`config.mk`:
```
export PLATFORM = sky130hd
export DESIGN_NAME = rr_arbiter8
export DESIGN_NICKNAME = d
export VERILOG_FILES = /design/src/rtl/rr_arbiter8.sv
export SDC_FILE = /design/constraint.sdc
export NUM_CORES = 1
export LEC_CHECK = 0
export BUFFER_PORTS_ARGS = -buffer_cell sky130_fd_sc_hd__buf_2
export CAP_MARGIN = 20
export CORE_MARGIN = 1
export CORE_UTILIZATION = 45
export DETAILED_ROUTE_END_ITERATION = 6
export GPL_TIMING_DRIVEN = 1
export HOLD_SLACK_MARGIN = 0.05
export SLEW_MARGIN = 20
export SYNTH_ARGS = -nofsm -noshare
export SYNTH_HDL_FRONTEND = slang
export SYNTH_SLANG_ARGS = --single-unit
```
`constraint.sdc`:
```
create_clock -name clk -period 5 [get_ports clk]
set_input_delay 0.25 -clock clk [delete_from_list [all_inputs] [get_ports clk]]
set_output_delay 0.25 -clock clk [all_outputs]
set_load 0.05 [all_outputs]
```
`src/rtl/rr_arbiter8.sv`:
```
// rtl/rr_arbiter8.sv - eight-way round-robin arbiter with hold timeout
// Issues a registered one-hot grant, held until done, request drop or timeout.
module rr_arbiter8 #(
   parameter int TIMEOUT = 16
) (
   input  logic       clk,
   input  logic       rst_n,
   input  logic [7:0] req,
   input  logic       done,
   output logic [7:0] gnt,
   output logic       gnt_valid,
   output logic       timeout
);

   typedef enum logic {IDLE, GRANT} state_t;

   localparam logic [7:0] CNT_LAST = 8'(TIMEOUT - 1);

   state_t     state_q, state_d;
   logic [2:0] ptr_q, ptr_d;
   logic [7:0] cnt_q, cnt_d;
   logic [7:0] gnt_q, gnt_d;
   logic       gnt_valid_q, gnt_valid_d;
   logic       timeout_q, timeout_d;

   logic [2:0] idx;
   logic [2:0] pick;
   logic       found;
   logic       owner_req;
   logic       at_limit;

   // wrap-around search starting at ptr_q
   always_comb begin
      idx   = 3'd0;
      pick  = 3'd0;
      found = 1'b0;
      for (int i = 0; i < 8; i++) begin
         idx = ptr_q + 3'(i);
         if (!found && req[idx]) begin
            found = 1'b1;
            pick  = idx;
         end
      end
   end

   assign owner_req = |(req & gnt_q);
   assign at_limit  = (cnt_q == CNT_LAST);

   always_comb begin
      state_d     = state_q;
      ptr_d       = ptr_q;
      cnt_d       = cnt_q;
      gnt_d       = gnt_q;
      gnt_valid_d = gnt_valid_q;
      timeout_d   = 1'b0;
      case (state_q)
         IDLE: begin
            gnt_d       = 8'h00;
            gnt_valid_d = 1'b0;
            if (found) begin
               gnt_d       = 8'h01 << pick;
               gnt_valid_d = 1'b1;
               ptr_d       = pick + 3'd1;
               cnt_d       = 8'd0;
               state_d     = GRANT;
            end
         end
         GRANT: begin
            cnt_d = cnt_q + 8'd1;
            if (done || !owner_req || at_limit) begin
               gnt_d       = 8'h00;
               gnt_valid_d = 1'b0;
               state_d     = IDLE;
               // only a pure expiry counts as a forced revoke
               timeout_d   = at_limit && !done && owner_req;
            end
         end
         default: state_d = IDLE;
      endcase
   end

   always_ff @(posedge clk or negedge rst_n) begin
      if (!rst_n) begin
         state_q     <= IDLE;
         ptr_q       <= 3'd0;
         cnt_q       <= 8'd0;
         gnt_q       <= 8'h00;
         gnt_valid_q <= 1'b0;
         timeout_q   <= 1'b0;
      end else begin
         state_q     <= state_d;
         ptr_q       <= ptr_d;
         cnt_q       <= cnt_d;
         gnt_q       <= gnt_d;
         gnt_valid_q <= gnt_valid_d;
         timeout_q   <= timeout_d;
      end
   end

   assign gnt       = gnt_q;
   assign gnt_valid = gnt_valid_q;
   assign timeout   = timeout_q;

endmodule
```
# Word-level counts from Yosys, hierarchy flattened
# Cells that the tools add are included.
# totals
register_bits,22
in_bits,11
out_inout_bits,10
# op_classes
addsub,9
n_lt_le_gt_ge,8
n_eq_ne,3
n_shift,1
mux,44
bitwise,2
reduce_logical,22
# ops
cell,count
3-bit by 4-bit less-than comparator with 1-bit output (second input constant),8
8-bit case mux with 2 select lines,2
1-bit binary-select mux with 3-bit select,8
3-bit two-way mux,8
8-bit two-way mux,3
1-bit two-way mux,21
3-bit adder (second input constant),4
1-bit logical AND,9
1-bit zero test,9
8-bit by 1-bit adder with 8-bit output (second input constant),1
8-bit AND,1
8-bit by 4-bit equality test with 1-bit output (second input constant),1
8-bit OR reduction,1
1-bit by 3-bit left shift with 8-bit output (first input constant),1
3-bit by 1-bit adder with 3-bit output (second input constant),2
3-bit by 2-bit adder with 3-bit output (second input constant),2
1-bit case mux with 2 select lines,2
1-bit logical OR,2
2-bit by 1-bit inequality test with 1-bit output (second input constant),1
2-bit inequality test (second input constant),1
2-bit AND reduction,1
1-bit inverter,1

# Depth between registers and ports, before layout
# logic_depth
depth_word,27
depth_mapped,15
ltp_nobuf,12

# Worst setup path before layout
# OpenSTA, ideal clock, no wires.
# synth_timing
kind,reg-to-reg
startpoint,register ptr_q[0]
endpoint,register ptr_q[2]
setup_time_ps,128
t_arrival_ps,3596
slack_ps,1276
stages_incl_launch_ff,16
path_cell_list,dfrtp_1 -> buf_6 -> buf_4 -> inv_1 -> ha_1 -> buf_2 -> mux4_2 -> mux2_2 -> a21oi_1 -> nand3b_1 -> a21oi_1 -> nor3_1 -> o21a_1 -> ha_1 -> ha_1 -> mux2_1
# synth_via
elab_chain_cells,25
elab_cells_between_ends,55
cone_classes,8 x add/sub; 32 x mux; 15 x reduce/logical
# synth_rtl
item,line_no,source
from (decl),20,"logic [2:0] ptr_q, ptr_d;"
from (signal assigned),92,ptr_q <= ptr_d;
branches (longest 25 deep; another with 3-bit by 1-bit adder with 3-bit output),-,
# Several ways; the timed one is not identified. The select of a mux whose other input is x is not followed.
# A chain may end at the register's enable or synchronous reset.

# Worst setup path in the final report
# layout_timing
startpoint,register ptr_q[1]
endpoint,register ptr_q[2]
# Same word-level chain as after synthesis.

==> impl_metrics.csv <==
group,metric,value,unit
setup_path,crit_family,"multiplexers",
status,outcome,"completed",
sta,worst_pin_slew,790,ps
setup_path,critPathArrivalTime,4420,ps
drt,drt_first_iter_violations,142,
floorplanning,die_h,70.3,µm
clock_network,cts_inserted_buffers,3,
floorplanning,initial_utilization,0.475,
sta,fmax,0.234,GHz
grt,gr-total-overflow,0,
finish,area_growth,8.83,%
drt,dr.max_layer_used,"met4",
finish,drive_gt1_frac,0.224,
setup_path,cpMaxStageDelayCell,"dfrtp_1",
drt,ant_nets,0,
setup_path,cp_common_cell,"ha_1",
floorplanning,die-area,0.00494,mm²
setup_path,startpoint_type,"flip-flop",
synth,syn-num-nets,228,
worst_hold_path,hp-class,"input pin to flip-flop",
clock_network,path_clk_slew,80,ps
sta,hold_violations,0,
grt,grt_usage,0.203,
placement,gp_congestion,0.893,
synth,yosysWarnings,0,
floorplanning,die_w,70.3,µm
drt,met2WireLength,2360,µm
clock_network,cts-root-buf,"clkbuf_8",
sta,period_needed,4270,ps
drt,routedWlPerCell,17.5,µm
clock_network,cts_resized,0,
sta,slew_violations,0,
clock_network,clock-sinks,22,
sta,rsz0062_at_grt,"no",
clock_network,cts_tree,"done",
clock_network,cts_setup_buffers,0,
floorplanning,rows,24,
sta,setup_viol,0,
setup_path,max_stage_delay,640,ps
drt,wl_met1,2100,µm
placement,dp_hpwl,3550,µm
setup_path,path_cells,"clkinv_1, ha_1, mux4_2, mux2_2, a21oi_1, nand3b_1, a21oi_1, nor3_1, o21a_1, ha_1, ha_1, mux2_1",
floorplanning,io_pins,21,
drt,viasPerCell,6.39,
clock_network,cts_buffer_depth,2,
grt,antenna_found_initial,0,
drt,vias,1757,
synth,synth-edff-count,0,
sta,fin_skew,6.73,ps
setup_path,worstSetupPathType,"flip-flop to flip-flop",
drt,drt_wl_total,4820,µm
drt,drc,0,
setup_path,endpoint_kind,"flip-flop",
sta,fin_crit_sh,0.854,
synth,synth_cells,209,
setup_path,cp.buffers_inverters,1,
floorplanning,coreArea,0.00441,mm²
synth,syn_area_per_cell,10.0,µm²
clock_network,clk_latency,260,ps
synth,async_flop_share,1.00,
drt,dr_wl_met3,283,µm
clock_network,cts_hold_buffers,1,
run,drv_cap,0,
synth,synth_flop_cell,"dfrtp_1",
finish,antenna_cells,0,
synth,synth_area,0.00210,mm²
sta,relSlewSlack,0.474,
clock_network,htree_levels,1,
setup_path,crit_required,5150,ps
finish,nets,243,
grt,grt_pass1_wl,8200,µm
grt,grt_max_degree,23,
synth,ys_types,49,
synth,synth_seq_cells,22,
sta,setup_tns,0,ps
grt,grt_pass1_vias,1651,
placement,portBuffers,20,
synth,yosysSeqAreaShare,0.263,
drt,first_pass_iters,4,
setup_path,crit_fanout,14,
==> final timing paths <==
path / slack [ps] / startpoint / end / cells past startpoint
min in group asynchronous: 470 / rst_n / cnt_q[5]$_DFFE_PN0P_ / 2
setup / recovery: 730 / ptr_q[1]$_DFFE_PN0P_ / ptr_q[2]$_DFFE_PN0P_ / 12
setup reg to reg: 730 / ptr_q[1]$_DFFE_PN0P_ / ptr_q[2]$_DFFE_PN0P_ / 12
hold / removal: 240 / done / timeout$_DFF_PN0_ / 3
hold reg to reg: 480 / gnt_valid$_DFFE_PN0P_ / gnt_valid$_DFFE_PN0P_ / 1
max in group asynchronous: 4190 / rst_n / gnt[7]$_DFFE_PN0P_ / 2
==> flip-flops by register name (all words and copies together) (netlist names) <==
register and cells:
gnt 8, gnt_valid 1, cnt_q 8, timeout 1, ptr_q 3, state_q 1
==> cell usage in the layout (no fill, tap or decap), types with 4 or more instances in the layout <==
| master | n |
|---|---|
| mux4_1 | 6 |
| o21ai_1 | 5 |
| dfrtp_1 | 22 |
| nand3_1 | 5 |
| a31oi_1 | 4 |
| ha_1 | 8 |
| nor2_1 | 6 |
| nand2_1 | 32 |
| a32o_1 | 4 |
| a22oi_1 | 4 |
| o41ai_2 | 4 |
| xor2_1 | 4 |
| mux2_2 | 5 |
| nand2b_1 | 5 |
| xnor2_1 | 6 |
| mux2i_1 | 8 |
| buf_2 | 20 |
| inv_1 | 8 |
| a21oi_1 | 10 |
| mux4_2 | 8 |
| o21ai_0 | 6 |
==> Yosys cell counts (5+ instances only) <==
cell       n  share of area
o21ai_0    6          0.014
nor2_1     6          0.011
mux2i_1    8          0.038
ha_1       8          0.048
nand2_1   32          0.057
nand2b_1   5          0.015
nand3_1    5          0.012
inv_1      8          0.014
mux4_1     6          0.075
o21ai_1    5          0.012
dfrtp_1   22           0.26
mux4_2     8          0.086
xnor2_1    6          0.025
mux2_2     5          0.027
a21oi_1   10          0.024
==> worst register-to-register path, cell delays in order (launching register included) <==
cell and delay, ps:
dfrtp_1 640, clkinv_1 350, ha_1 630, mux4_2 620
mux2_2 340, a21oi_1 240, nand3b_1 110, a21oi_1 150
nor3_1 70, o21a_1 210, ha_1 210, ha_1 300
mux2_1 290
==> through the flow <==
| step | util | hold slack (ps) | area [µm²] | setup WS (ps) | instances |
|---|---|---|---|---|---|
| 2_1_floorplan | - | -45.6 | 2100 | 1280 | 209 |
| 3_3_place_gp | 0.499 | 232 | 2200 | 946 | 270 |
| 3_5_place_dp | 0.499 | 237 | 2200 | 783 | 270 |
| 4_1_cts | 0.517 | 238 | 2280 | 768 | 275 |
| 5_1_grt | 0.517 | 269 | 2280 | 437 | 275 |
| 6_report | 0.517 | 244 | 2280 | 729 | 275 |
==> metal layers <==
layer / vias to the layer above / GRT usage
li1: 817 / -
met1: 870 / 0.275
met3: 6 / 0.0260
met2: 64 / 0.343
met5: - / 0
met4: 0 / 0.0533
==> logic make-up after synthesis <==
group           after synthesis  share of synthesized area
compound gates               51                      0.180
fa+ha+maj                     8                     0.0477
mux                          31                      0.258
flops                        22                      0.263
buf+inv                      22                     0.0525
xor+xnor                     10                     0.0418
simple gates                 65                      0.158
==> cell type report <==
| type | count | area (µm²) |
|---|---|---|
| Inverter | 9 | 33.8 |
| Tap cell | 52 | 65.1 |
| Multi-Input combinational cell | 165 | 1440 |
| Fill cell | 402 | 2130 |
| Sequential cell | 22 | 551 |
| Timing Repair Buffer | 23 | 125 |
| Clock buffer | 3 | 41.3 |
| Clock inverter | 1 | 30.0 |
Power is left out: the tool's default activity adds up to more than one toggle a clock period on the data nets, which glitch-free logic cannot reach.
